### src/rtl/cdb_arbiter.sv
// cdb_arbiter: producer end of the common data bus.
// Each functional unit owns a one-entry holding slot behind a valid/ready
// handshake. Occupied slots are served round-robin, and one result per cycle is
// broadcast on a registered CDB (cdb_valid/cdb_tag/cdb_data/cdb_src).
// Optional feature (macro CDB_ARB_STATS_EN): adds free-running broadcast and
// conflict counters (stat_bcast_cnt, stat_conflict_cnt).
module cdb_arbiter #(
   parameter  int NUM_FU     = 4,
   parameter  int DATA_WIDTH = 32,
   parameter  int TAG_WIDTH  = 4,
   localparam int SRC_W      = $clog2(NUM_FU)
) (
   input  logic                         clk,
   input  logic                         rst_n,
   input  logic                         flush,
   input  logic [NUM_FU-1:0]            fu_valid,
   output logic [NUM_FU-1:0]            fu_ready,
   input  logic [NUM_FU*TAG_WIDTH-1:0]  fu_tag,
   input  logic [NUM_FU*DATA_WIDTH-1:0] fu_data,
   output logic                         cdb_valid,
   output logic [TAG_WIDTH-1:0]         cdb_tag,
   output logic [DATA_WIDTH-1:0]        cdb_data,
   output logic [SRC_W-1:0]             cdb_src
`ifdef CDB_ARB_STATS_EN
  ,output logic [31:0]                  stat_bcast_cnt,
   output logic [31:0]                  stat_conflict_cnt
`endif
);

   logic [NUM_FU-1:0]     slot_v;
   logic [TAG_WIDTH-1:0]  slot_tag  [NUM_FU];
   logic [DATA_WIDTH-1:0] slot_data [NUM_FU];
   logic [SRC_W-1:0]      rr_ptr;

   logic [NUM_FU-1:0]     grant;
   logic [SRC_W-1:0]      grant_idx;
   logic                  grant_any;
   logic [NUM_FU-1:0]     accept;
   logic [SRC_W:0]        search_sum;
   logic [SRC_W-1:0]      search_idx;

   // A slot can take a new result when it is empty or is being drained this cycle.
   assign fu_ready = {NUM_FU{rst_n & ~flush}} & (~slot_v | grant);
   assign accept   = fu_valid & fu_ready;

   // Round-robin search starting at rr_ptr; first occupied slot wins.
   // NOTE: every variable written here gets a default first, so no path can
   // leave it unassigned and infer a latch.
   always_comb begin
      grant      = '0;
      grant_idx  = '0;
      grant_any  = 1'b0;
      search_sum = '0;
      search_idx = '0;
      for (int k = 0; k < NUM_FU; k++) begin
         // One extra bit holds rr_ptr+k (at most 2*NUM_FU-2) before the explicit
         // wrap, so non-power-of-two NUM_FU wraps correctly.
         search_sum = {1'b0, rr_ptr} + (SRC_W+1)'(k);
         if (search_sum >= (SRC_W+1)'(NUM_FU))
            search_sum = search_sum - (SRC_W+1)'(NUM_FU);
         search_idx = search_sum[SRC_W-1:0];
         if (!grant_any && slot_v[search_idx]) begin
            grant_any         = 1'b1;
            grant[search_idx] = 1'b1;
            grant_idx         = search_idx;
         end
      end
   end

   // Slot occupancy: cleared by reset or flush, drained on grant, set on accept.
   // NOTE: sequential state uses non-blocking assignments so every flop samples
   // the pre-edge values of its neighbours.
   always_ff @(posedge clk) begin
      if (!rst_n)
         slot_v <= '0;
      else if (flush)
         slot_v <= '0;
      else
         slot_v <= (slot_v & ~grant) | accept;
   end

   // Slot payload capture on handshake.
   // NOTE: the payload storage is deliberately not reset; its contents are only
   // ever read while the matching slot_v bit is set.
   always_ff @(posedge clk) begin
      for (int i = 0; i < NUM_FU; i++) begin
         if (accept[i]) begin
            slot_tag[i]  <= fu_tag[i*TAG_WIDTH +: TAG_WIDTH];
            slot_data[i] <= fu_data[i*DATA_WIDTH +: DATA_WIDTH];
         end
      end
   end

   // Round-robin pointer moves one past the winner; holds on idle or flush.
   always_ff @(posedge clk) begin
      if (!rst_n)
         rr_ptr <= '0;
      else if (!flush && grant_any)
         rr_ptr <= (grant_idx == SRC_W'(NUM_FU-1)) ? '0 : grant_idx + SRC_W'(1);
   end

   // Registered broadcast of the winning slot; payload holds when idle.
   always_ff @(posedge clk) begin
      if (!rst_n) begin
         cdb_valid <= 1'b0;
         cdb_tag   <= '0;
         cdb_data  <= '0;
         cdb_src   <= '0;
      end else if (flush) begin
         cdb_valid <= 1'b0;
      end else if (grant_any) begin
         cdb_valid <= 1'b1;
         cdb_tag   <= slot_tag[grant_idx];
         cdb_data  <= slot_data[grant_idx];
         cdb_src   <= grant_idx;
      end else begin
         cdb_valid <= 1'b0;
      end
   end

`ifdef CDB_ARB_STATS_EN
   // More than one bit is set exactly when clearing the lowest set bit leaves
   // something behind.
   logic conflict;
   assign conflict = |(slot_v & (slot_v - NUM_FU'(1)));

   // Statistics counters; survive flush, wrap naturally at 2^32.
   always_ff @(posedge clk) begin
      if (!rst_n) begin
         stat_bcast_cnt    <= '0;
         stat_conflict_cnt <= '0;
      end else begin
         if (!flush && grant_any)
            stat_bcast_cnt <= stat_bcast_cnt + 32'd1;
         if (conflict)
            stat_conflict_cnt <= stat_conflict_cnt + 32'd1;
      end
   end
`endif

endmodule
### config.mk
export PLATFORM = sky130hd
export DESIGN_NAME = cdb_arbiter
export DESIGN_NICKNAME = d
export VERILOG_FILES = /design/src/rtl/cdb_arbiter.sv
export SDC_FILE = /design/constraint.sdc
export NUM_CORES = 1
export LEC_CHECK = 0
export BUFFER_PORTS_ARGS = -buffer_cell sky130_fd_sc_hd__buf_2
export CAP_MARGIN = 20
export CORE_ASPECT_RATIO = 1.5
export CORE_MARGIN = 2
export CORE_UTILIZATION = 54
export DETAILED_ROUTE_END_ITERATION = 8
export PLACE_DENSITY = 0.9
export SETUP_SLACK_MARGIN = 0.02
export SKIP_CTS_REPAIR_TIMING = 1
export SYNTH_ARGS = -nofsm -noshare
export SYNTH_HDL_FRONTEND = slang
export SYNTH_SLANG_ARGS = --single-unit
### constraint.sdc
create_clock -name clk -period 7.3 [get_ports clk]
set_input_delay 0.365 -clock clk [delete_from_list [all_inputs] [get_ports clk]]
set_output_delay 0.365 -clock clk [all_outputs]
set_load 0.03 [all_outputs]
* Yosys cells after proc, flatten, opt, wreduce, memory -nomap -nowiden
Memories as Yosys holds them, arrays and structs flattened. A register that Yosys moved wholly into a read port is not among the register bits. Index checks and enable logic that the tools add are counted. W data, S select, Z words.
Storage, ports and cells: register bits after elaboration 9, bits in writable memories 144, word-level logic and storage cells 98, memories kept 2
Memory list:
- slot_data | depth 4, width 32, read ports 1, clocked after Yosys merged registers in 1, write ports 4, line 32 | logic [DATA_WIDTH-1:0] slot_data [NUM_FU];
- slot_tag | depth 4, width 4, read ports 1, clocked after Yosys merged registers in 1, write ports 4, line 31 | logic [TAG_WIDTH-1:0] slot_tag [NUM_FU];
Cells by class: $add $sub $neg 8, $lt $le $gt $ge 12, equality and inequality tests 1, multiplexer cells 42, bitwise operators 13, reduce and logical (&&, ||, !) cells 16
Operators with widths (number):
- $mux W1 | 21
- $or A4 B4 Y4 | 5
- $mux W2 | 9
- $mux W4 | 4
- $and A4 B4 Y4 | 3
- $lt A2 B3 Y1 const B | 4
- $ge A3 B3 Y1 const B | 3
- $bmux W1 S2 | 4
- $demux W1 S2 | 4
- $ge A2 B1 Y1 const B | 4
- $logic_and A1 B1 Y1 | 8
- $not A4 Y4 | 2
- $sub A2 B1 Y2 const B | 4
- $add A2 B2 Y3 const B | 2
- $logic_not A1 Y1 | 6
- $add A2 B1 Y3 const B | 1
- $ge A2 B3 Y1 const B | 1
- $add A2 B1 Y2 const B | 1
- $eq A2 B2 Y1 const B | 1
- $not A1 Y1 | 2
- $reduce_and A2 Y1 | 1
- $reduce_or A2 Y1 | 1
- $and A1 B1 Y1 | 1

* Logic depth before layout (Yosys ltp)
Gate-level depths: netlist (run 1).
depth in word-level cells 19, gate-level depth with buffers 15

* Worst setup path after synthesis (run 1)
OpenSTA, ideal clock, no wires.
path type reg-to-reg, start point reg rr_ptr[0], end point mem slot_data[1][0], enable pin, library setup time 0.482 ns, data arrival time 5.626 ns, slack 1.192 ns, stages on the path, launching flop included 12, path buffers 4, period minus slack after synthesis 6.108 ns, path through dfxtp_1 clkinv_1 clkbuf_1 ha_1 mux4_2 nor2b_1 clkbuf_1 clkbuf_1 buf_1 a22o_1 a21oi_1 nor3b_1
RTL lines:
- from (decl) | line 33 | logic [SRC_W-1:0] rr_ptr;
- from (signal assigned) | line 99 | rr_ptr <= (grant_idx == SRC_W'(NUM_FU-1)) ? '0 : grant_idx + SRC_W'(1);
- to (decl) | line 32

* Worst setup path after layout (run 1)
start point reg rr_ptr[0], end point out fu_ready[3]
On the way: longest elaborated chain between the ends 16, elaborated cells on any way between the ends 61
Ends and longest elaborated chain:
- parallel branches: the longest is 13 deep, another holds $add A2 B1 Y3
- $mux W4 * | line 62 | if (!grant_any && slot_v[search_idx]) begin
- $or A4 B4 Y4 * | line 43 | assign fu_ready = {NUM_FU{rst_n & ~flush}} & (~slot_v | grant);
- $and A4 B4 Y4 * | line 43
- to (decl) | line 17 | output logic [NUM_FU-1:0] fu_ready,
Every way passes the cells marked *. The select of a mux whose other input is x is not followed.

==> results of run 1 <==
## cell usage in the layout (no fill, tap or decap), types with 3 or more instances in the layout
master / netlist / final
a22oi_1: 41 / 41
dfxtp_1: 45 / 44
ha_1: 7 / 7
a221oi_1: 35 / 35
inv_1: 8 / 8
inv_8: 0 / 5
a221o_1: 31 / 31
nand2_1: 83 / 83
o22ai_1: 22 / 21
nor3_1: 15 / 15
a22o_1: 35 / 35
edfxtp_1: 144 / 144
nand3_1: 18 / 18
a21oi_1: 21 / 21
o21a_1: 6 / 5
buf_4: 0 / 14
and3_1: 3 / 3
o21ai_0: 3 / 3
inv_6: 0 / 4
mux2i_1: 30 / 29
a211oi_1: 16 / 16
buf_2: 8 / 193
nor2_1: 18 / 16
a31oi_1: 16 / 16
clkbuf_16: 0 / 17
nor3b_2: 0 / 4
## per-layer routing
layer	up-vias	track usage
li1	3112	-
met4	0	0.156
met5	-	0
met3	84	0.0469
met2	513	0.477
met1	3327	0.332
## flip-flops by register name, indices dropped and copies added (netlist names)
register and cells:
cdb_data 32, cdb_src 2, cdb_tag 4, cdb_valid 1, rr_ptr 2, slot_data 128, slot_tag 16, slot_v 4
## worst reg2reg max path: stages (launching register included)
cell and delay, ns:
dfxtp_2 0.34, clkinv_1 0.46, ha_1 0.77, mux4_2 0.65, nor2b_4 0.13, buf_4 0.60
a221o_1 0.25, o21ai_0 0.10, and3_1 0.23, nor3b_2 0.17, buf_4 0.46
## report_power, final
group	internal (W)	switching [W]	total (W)
combinational	0.000197	0.000333	0.000530
clock	0.000492	0.000436	0.000928
sequential	0.00121	0.0000371	0.00125
total	0.00190	0.000806	0.00270
## worst max path at each step
stage | cells after the start | start | slack (ns) | end
4_1_cts | 10 | rr_ptr[0]$_SDFFE_PN0P_ | 2.67 | fu_ready[3]
5_1_grt | 10 | rr_ptr[0]$_SDFFE_PN0P_ | 2.48 | fu_ready[3]
3_3_place_gp | 10 | rr_ptr[0]$_SDFFE_PN0P_ | 2.89 | slot_data[2][18]$_DFFE_PP_
2_1_floorplan | 11 | rr_ptr[0]$_SDFFE_PN0P_ | 1.19 | slot_data[1][0]$_DFFE_PP_
6_report | 10 | rr_ptr[0]$_SDFFE_PN0P_ | 2.57 | fu_ready[3]
3_5_place_dp | 10 | rr_ptr[0]$_SDFFE_PN0P_ | 2.82 | slot_data[2][18]$_DFFE_PP_
## final cells by class
type,count,area share
Antenna cell,2,0.000488
Clock inverter,14,0.0162
Inverter,9,0.00329
Multi-Input combinational cell,433,0.298
Timing Repair Buffer,208,0.106
Tap cell,203,0.0247
Sequential cell,189,0.509
Clock buffer,18,0.0418
## cell families after synthesis
| logic type | Yosys count |
|---|---|
| flops | 189 |
| simple gates | 159 |
| compound gates | 234 |
| buf+inv | 72 |
| fa+ha+maj | 7 |
| mux | 33 |
## per-stage QoR
stage | hold slack (ns) | instances | utilization
CTS | 0.0995 | 1073 | 0.658
floorplan | 0.464 | 694 | -
global route | 0.0916 | 1076 | 0.660
global placement | 0.470 | 1041 | 0.620
finish | 0.101 | 1076 | 0.660
detailed placement | 0.471 | 1041 | 0.620
==> summary.md, run 1 <==
| Metric | Value |
|---|---|
| ANT nets after route | `0` |
| First-pass GRT wire length | `36.0 mm` |
| CTS tree | `yes` |
| Worst-margin pin slew | `1.16 ns` |
| Crit end category | `primary output` |
| Number of fill cells | `1102` |
| R2R setup slack | `2.72 ns` |
| Yosys top cell by area | `edfxtp_1` |
| Number of port buffers | `193` |
| Design Area, Final | `0.0103 mm2` |
| Register bit total from synthesis | `189` |
| H-Tree Depth | `4` |
| Relative slew slack | `0.225` |
| WP buf/inv | `3` |
| Met2 WL | `12.4 mm` |
| Yosys warns | `0` |
| Clock skew | `0.00853 ns` |
| Worst Min Path Start | `fu_data[48]` |
| Slowest CP cell | `ha_1` |
| Multi-input gate area | `0.00306 mm2` |
| Nets@finish | `1016` |
| Via/cell ratio | `6.54` |
| # IOs | `194` |
| Root buf cell | `clkbuf_16` |
| Tcrit/Tclk final | `0.647` |
| Multiplexer share of the synthesized area | `0.0417` |
| Initial DRC Count | `786` |
| Dpl hpwl | `15.7 mm` |
| Post-synthesis sequential area ratio | `0.611` |
| GRT Total Usage | `0.279` |
| Outcome | `finished clean` |
| Crit path launch type | `register` |
| Initial antenna violation count | `2` |
| HP Class | `in -> reg` |
| Mapped cell area | `0.00855 mm2` |
| Worst Hold Endpoint | `slot_data[1][16]$_DFFE_PP_` |
| Hold path depth | `1` |
| Vias in the first global route | `6849` |
| Mapped Cells | `694` |
| DRT Wirelength | `23.8 mm` |
| XOR/XNOR share of the synthesized area | `0` |
| Sequence of cells on the critical path | `clkinv_1 -> ha_1 -> mux4_2 -> nor2b_4 -> buf_4 -> a221o_1 -> o21ai_0 -> and3_1 -> nor2_1 -> buf_2` |
| Synth cell count leaders | `edfxtp_1, nand2_1, dfxtp_1, clkbuf_1, a22oi_1` |
| CP max stage delay | `0.77 ns` |
| Clk_lat worst skew | `0.43 ns` |
| Worst Reg-to-Reg Cells | `10` |
| DIE WIDTH | `107 um` |
| Max capacitance violation total | `0` |
| Predominant post-synthesis flop cell | `edfxtp_1` |
| RSZ-0062 raised after global routing | `no` |
| Finish-stage setup viols | `0` |
| Final Power | `0.00270 W` |
| Cell Rows | `56` |
| Cts bufs inserted | `17` |
| Routed wire per std cell | `22.2 um` |
| Reg area | `0.00523 mm2` |
| WP data arrival | `4.36 ns` |
| Initial core utilization | `0.550` |
| Type of the worst setup path | `reg -> out` |
| Most frequent cell after synthesis | `edfxtp_1` |
| Clock Path Buffers | `2` |
| Post-Synth Adder-Cell Area | `0.0102` |
| Setup ws final | `2.57 ns` |
| Die ar. | `0.0169 mm2` |
| RR Endpoint | `slot_tag[2][0]$_DFFE_PP_` |
| Fin. max-slew vios | `0` |
| Largest net degree at the start of global routing | `71` |
| Synth cell types | `50` |
| Post-layout minimum cycle time | `4.73 ns` |
| Top delay family on crit path | `buffers and inverters` |
| Met3 WL post-DR | `2.07 mm` |
| Synth top area share | `0.505` |
| Via count | `7036` |
| Worst r2r src | `rr_ptr[0]$_SDFFE_PN0P_` |
| DRC | `0` |
| Core Box Area | `0.0156 mm2` |
| Worst slack, placed | `2.82 ns` |
| GP Congestion | `0.899` |
| Largest family of logic cells by synthesized area | `compound AO/OA/AOI/OAI gates` |
| Hold Fails Final Rpt | `0` |
| Synth async-reset ratio | `0` |
| F_max | `0.212 GHz` |
| Leak | `4.05 nW` |
| Total grt overflow | `0` |
| Power density over cell area | `263 mW/mm2` |
| Wl on met1 | `8.16 mm` |
| Avg Inst Size Synth | `12.3 um2` |
| Top routing layer in use | `met4` |
| P&R area growth vs syn | `20.0%` |
| Compound-cell area share of the yosys netlist | `0.214` |
| Area contributors post-synth | `edfxtp_1, dfxtp_1, nand2_1` |
| Req. time, crit path | `6.93 ns` |
| TritonRoute pass-1 iters | `7` |
| CP max FO | `68` |
| Clk sink count | `189` |
| Synth Area in Simple Gates | `0.0847` |
| Max VDD drop | `0.187 mV` |
| Number of synthesized flops with an enable pin | `144` |
| Chip Height | `158 um` |
| Share of layout cells above drive strength 1 | `0.295` |
| Synthesized net count | `852` |
| Accumulated negative setup slack | `0 ns` |
| Placed cell area | `0.00964 mm2` |
| Worst-path clk slew | `0.08 ns` |
(Power assumes the default switching activity.)
==> run 2: changes to the inputs <==
==> constraint.sdc (replaced) <==
create_clock -name clk -period 4.9 [get_ports clk]
set_input_delay 0.245 -clock clk [delete_from_list [all_inputs] [get_ports clk]]
set_output_delay 0.245 -clock clk [all_outputs]
set_load 0.03 [all_outputs]
==> run 2 against run 1 <==
Clock power increased by 52%. Critical path depth stayed put. Clock skew is 0.012 ns higher. Clock-buffer cell count up 5. Sequential share of layout area is 5.3 points lower. Utilization increased by 7.7 points. Flip-flop and latch count unchanged. Non-clock buffer count rose by 121. Design area is 12% higher. Register-to-register slack got worse by 1.7 ns. Largest cell class unchanged.
==> summary.md, run 2 (same netlist as run 1, synthesis figures left out) <==
| Metric | Value |
|---|---|
| DRC | `0 (unchanged)` |
| Largest Register | `slot_data (unchanged)` |
| Cell Rows | `56 (unchanged)` |
| Leak | `4.55 nW (was 4.05 nW)` |
| Tcrit/Tclk final | `0.815` |
| ANT nets after route | `0 (unchanged)` |
| Cts bufs inserted | `17 (unchanged)` |
| First-pass GRT wire length | `36.1 mm (was 36.0 mm)` |
| Max VDD drop | `0.266 mV (was 0.187 mV)` |
| Initial DRC Count | `955 (was 786)` |
| H-Tree Depth | `4 (unchanged)` |
| GP Congestion | `0.940 (was 0.899)` |
| DIE WIDTH | `107 um (unchanged)` |
| Core Box Area | `0.0156 mm2 (unchanged)` |
| Vias in the first global route | `6770 (was 6849)` |
| R2R setup slack | `1.01 ns (was 2.72 ns)` |
| Top routing layer in use | `met4 (unchanged)` |
| Accumulated negative setup slack | `0 ns (unchanged)` |
| Met2 WL | `14.4 mm (was 12.4 mm)` |
| Fin. max-slew vios | `0 (unchanged)` |
| Dpl hpwl | `16.0 mm (was 15.7 mm)` |
| Outcome | `finished clean (unchanged)` |
| WP data arrival | `3.75 ns (was 4.36 ns)` |
| Chip Height | `158 um (unchanged)` |
| P&R area growth vs syn | `34.0% (was 20.0%)` |
| Crit end category | `primary output (unchanged)` |
| Initial core utilization | `0.550 (unchanged)` |
| Worst-path clk slew | `0.07 ns (was 0.08 ns)` |
| Via/cell ratio | `6.56 (was 6.54)` |
| Req. time, crit path | `4.66 ns (was 6.93 ns)` |
| DRT Wirelength | `28.5 mm (was 23.8 mm)` |
| Biggest regs | `slot_data x128, cdb_data x32, slot_tag x16 (unchanged)` |
| Clock Path Buffers | `2 (unchanged)` |
| Initial antenna violation count | `1 (was 2)` |
| Nets@finish | `1137 (was 1016)` |
| Largest register FFs | `128 (unchanged)` |
| Worst-margin pin slew | `1.07 ns (was 1.16 ns)` |
| Type of the worst setup path | `reg -> out (unchanged)` |
| F_max | `0.250 GHz` |
| Die ar. | `0.0169 mm2 (unchanged)` |
| TritonRoute pass-1 iters | `6 (was 7)` |
| Via count | `7846 (was 7036)` |
| Power density over cell area | `364 mW/mm2 (was 263 mW/mm2)` |
| CTS tree | `yes (unchanged)` |
| Clk sink count | `189 (unchanged)` |
| Relative slew slack | `0.289 (was 0.225)` |
| Clock skew | `0.0204 ns (was 0.00853 ns)` |
| Largest net degree at the start of global routing | `71 (unchanged)` |
| Total grt overflow | `0 (unchanged)` |
| HP Class | `in -> reg (unchanged)` |
| Commonest non-fill, non-tap cells in the layout | `buf_2, edfxtp_1, dlygate4sd3_1 (was buf_2, edfxtp_1, nand2_1)` |
| Clk_lat worst skew | `0.44 ns (was 0.43 ns)` |
| Finish-stage setup viols | `0 (unchanged)` |
| Routed wire per std cell | `23.8 um (was 22.2 um)` |
| Met3 WL post-DR | `2.59 mm (was 2.07 mm)` |
| Root buf cell | `clkbuf_16 (unchanged)` |
| GRT Total Usage | `0.281 (was 0.279)` |
| Core Util, Final | `0.737 (was 0.660)` |
| Number of fill cells | `964 (was 1102)` |
| Max capacitance violation total | `0 (unchanged)` |
| Share of layout cells above drive strength 1 | `0.258 (was 0.295)` |
| CP max FO | `15 (was 68)` |
| Hold Fails Final Rpt | `0 (unchanged)` |
| RSZ-0062 raised after global routing | `no (unchanged)` |
| Crit path launch type | `register (unchanged)` |
| Number of port buffers | `193 (unchanged)` |
| Post-layout minimum cycle time | `3.99 ns` |
| Wl on met1 | `9.40 mm (was 8.16 mm)` |
| Most common cell after layout, fill and taps aside | `buf_2 (unchanged)` |
| # IOs | `194 (unchanged)` |
-- run 2: path summary, 6_finish.rpt --
| check | from | to | cells past startpoint |
|---|---|---|---|
| max | rr_ptr[1]$_SDFFE_PN0P_ | fu_ready[1] | 10 |
| min | fu_data[3] | slot_data[0][3]$_DFFE_PP_ | 1 |
| max reg2reg | rr_ptr[0]$_SDFFE_PN0P_ | cdb_data[13]$_SDFFE_PN0P_ | 9 |
| min reg2reg | cdb_data[1]$_SDFFE_PN0P_ | cdb_data[1]$_SDFFE_PN0P_ | 1 |
-- run 2: per-stage QoR --
stage | area (um2) | setup slack [ns] | cells | hold slack, ns | power (W)
6_report | 11500 | 0.908 | 1196 | 0.00440 | 0.00417
3_5_place_dp | 9670 | 1.14 | 1043 | 0.423 | 0.00266
3_3_place_gp | 9670 | 1.27 | 1043 | 0.423 | 0.00264
2_1_floorplan | 8560 | -1.05 | 694 | 0.344 | 0.00244
5_1_grt | 11500 | 0.760 | 1196 | -0.00450 | 0.00428
4_1_cts | 10300 | 0.940 | 1075 | -0.0220 | 0.00402
-- run 2: critical path: stages, from the launching register on --
cell and delay [ns]:
dfxtp_1 0.31, buf_4 0.17, inv_1 0.15, ha_1 0.56
mux4_2 0.67, nor2b_4 0.37, buf_4 0.31, a22o_1 0.16
a21oi_1 0.13, nor2_1 0.24, buf_2 0.25
-- run 2: routing by layer --
layer | vias up | GRT usage
met5 | - | 0
met4 | 0 | 0.165
met3 | 151 | 0.0478
met2 | 686 | 0.483
met1 | 3653 | 0.330
li1 | 3356 | -
-- run 2: final cells by class --
cell class | instances | area [um2] | area share
Sequential cell | 189 | 5230 | 0.456
Clock inverter | 9 | 97.6 | 0.00851
Tap cell | 203 | 254 | 0.0221
Inverter | 9 | 33.8 | 0.00295
Timing Repair Buffer | 329 | 2300 | 0.200
Multi-Input combinational cell | 433 | 3070 | 0.267
Antenna cell | 1 | 2.50 | 0.000218
Clock buffer | 23 | 490 | 0.0428
-- run 2: power breakdown --
group	total, W	internal (W)	switching (W)
registers	0.00186	0.00180	0.0000572
logic	0.000895	0.000359	0.000536
clock network	0.00141	0.000775	0.000640
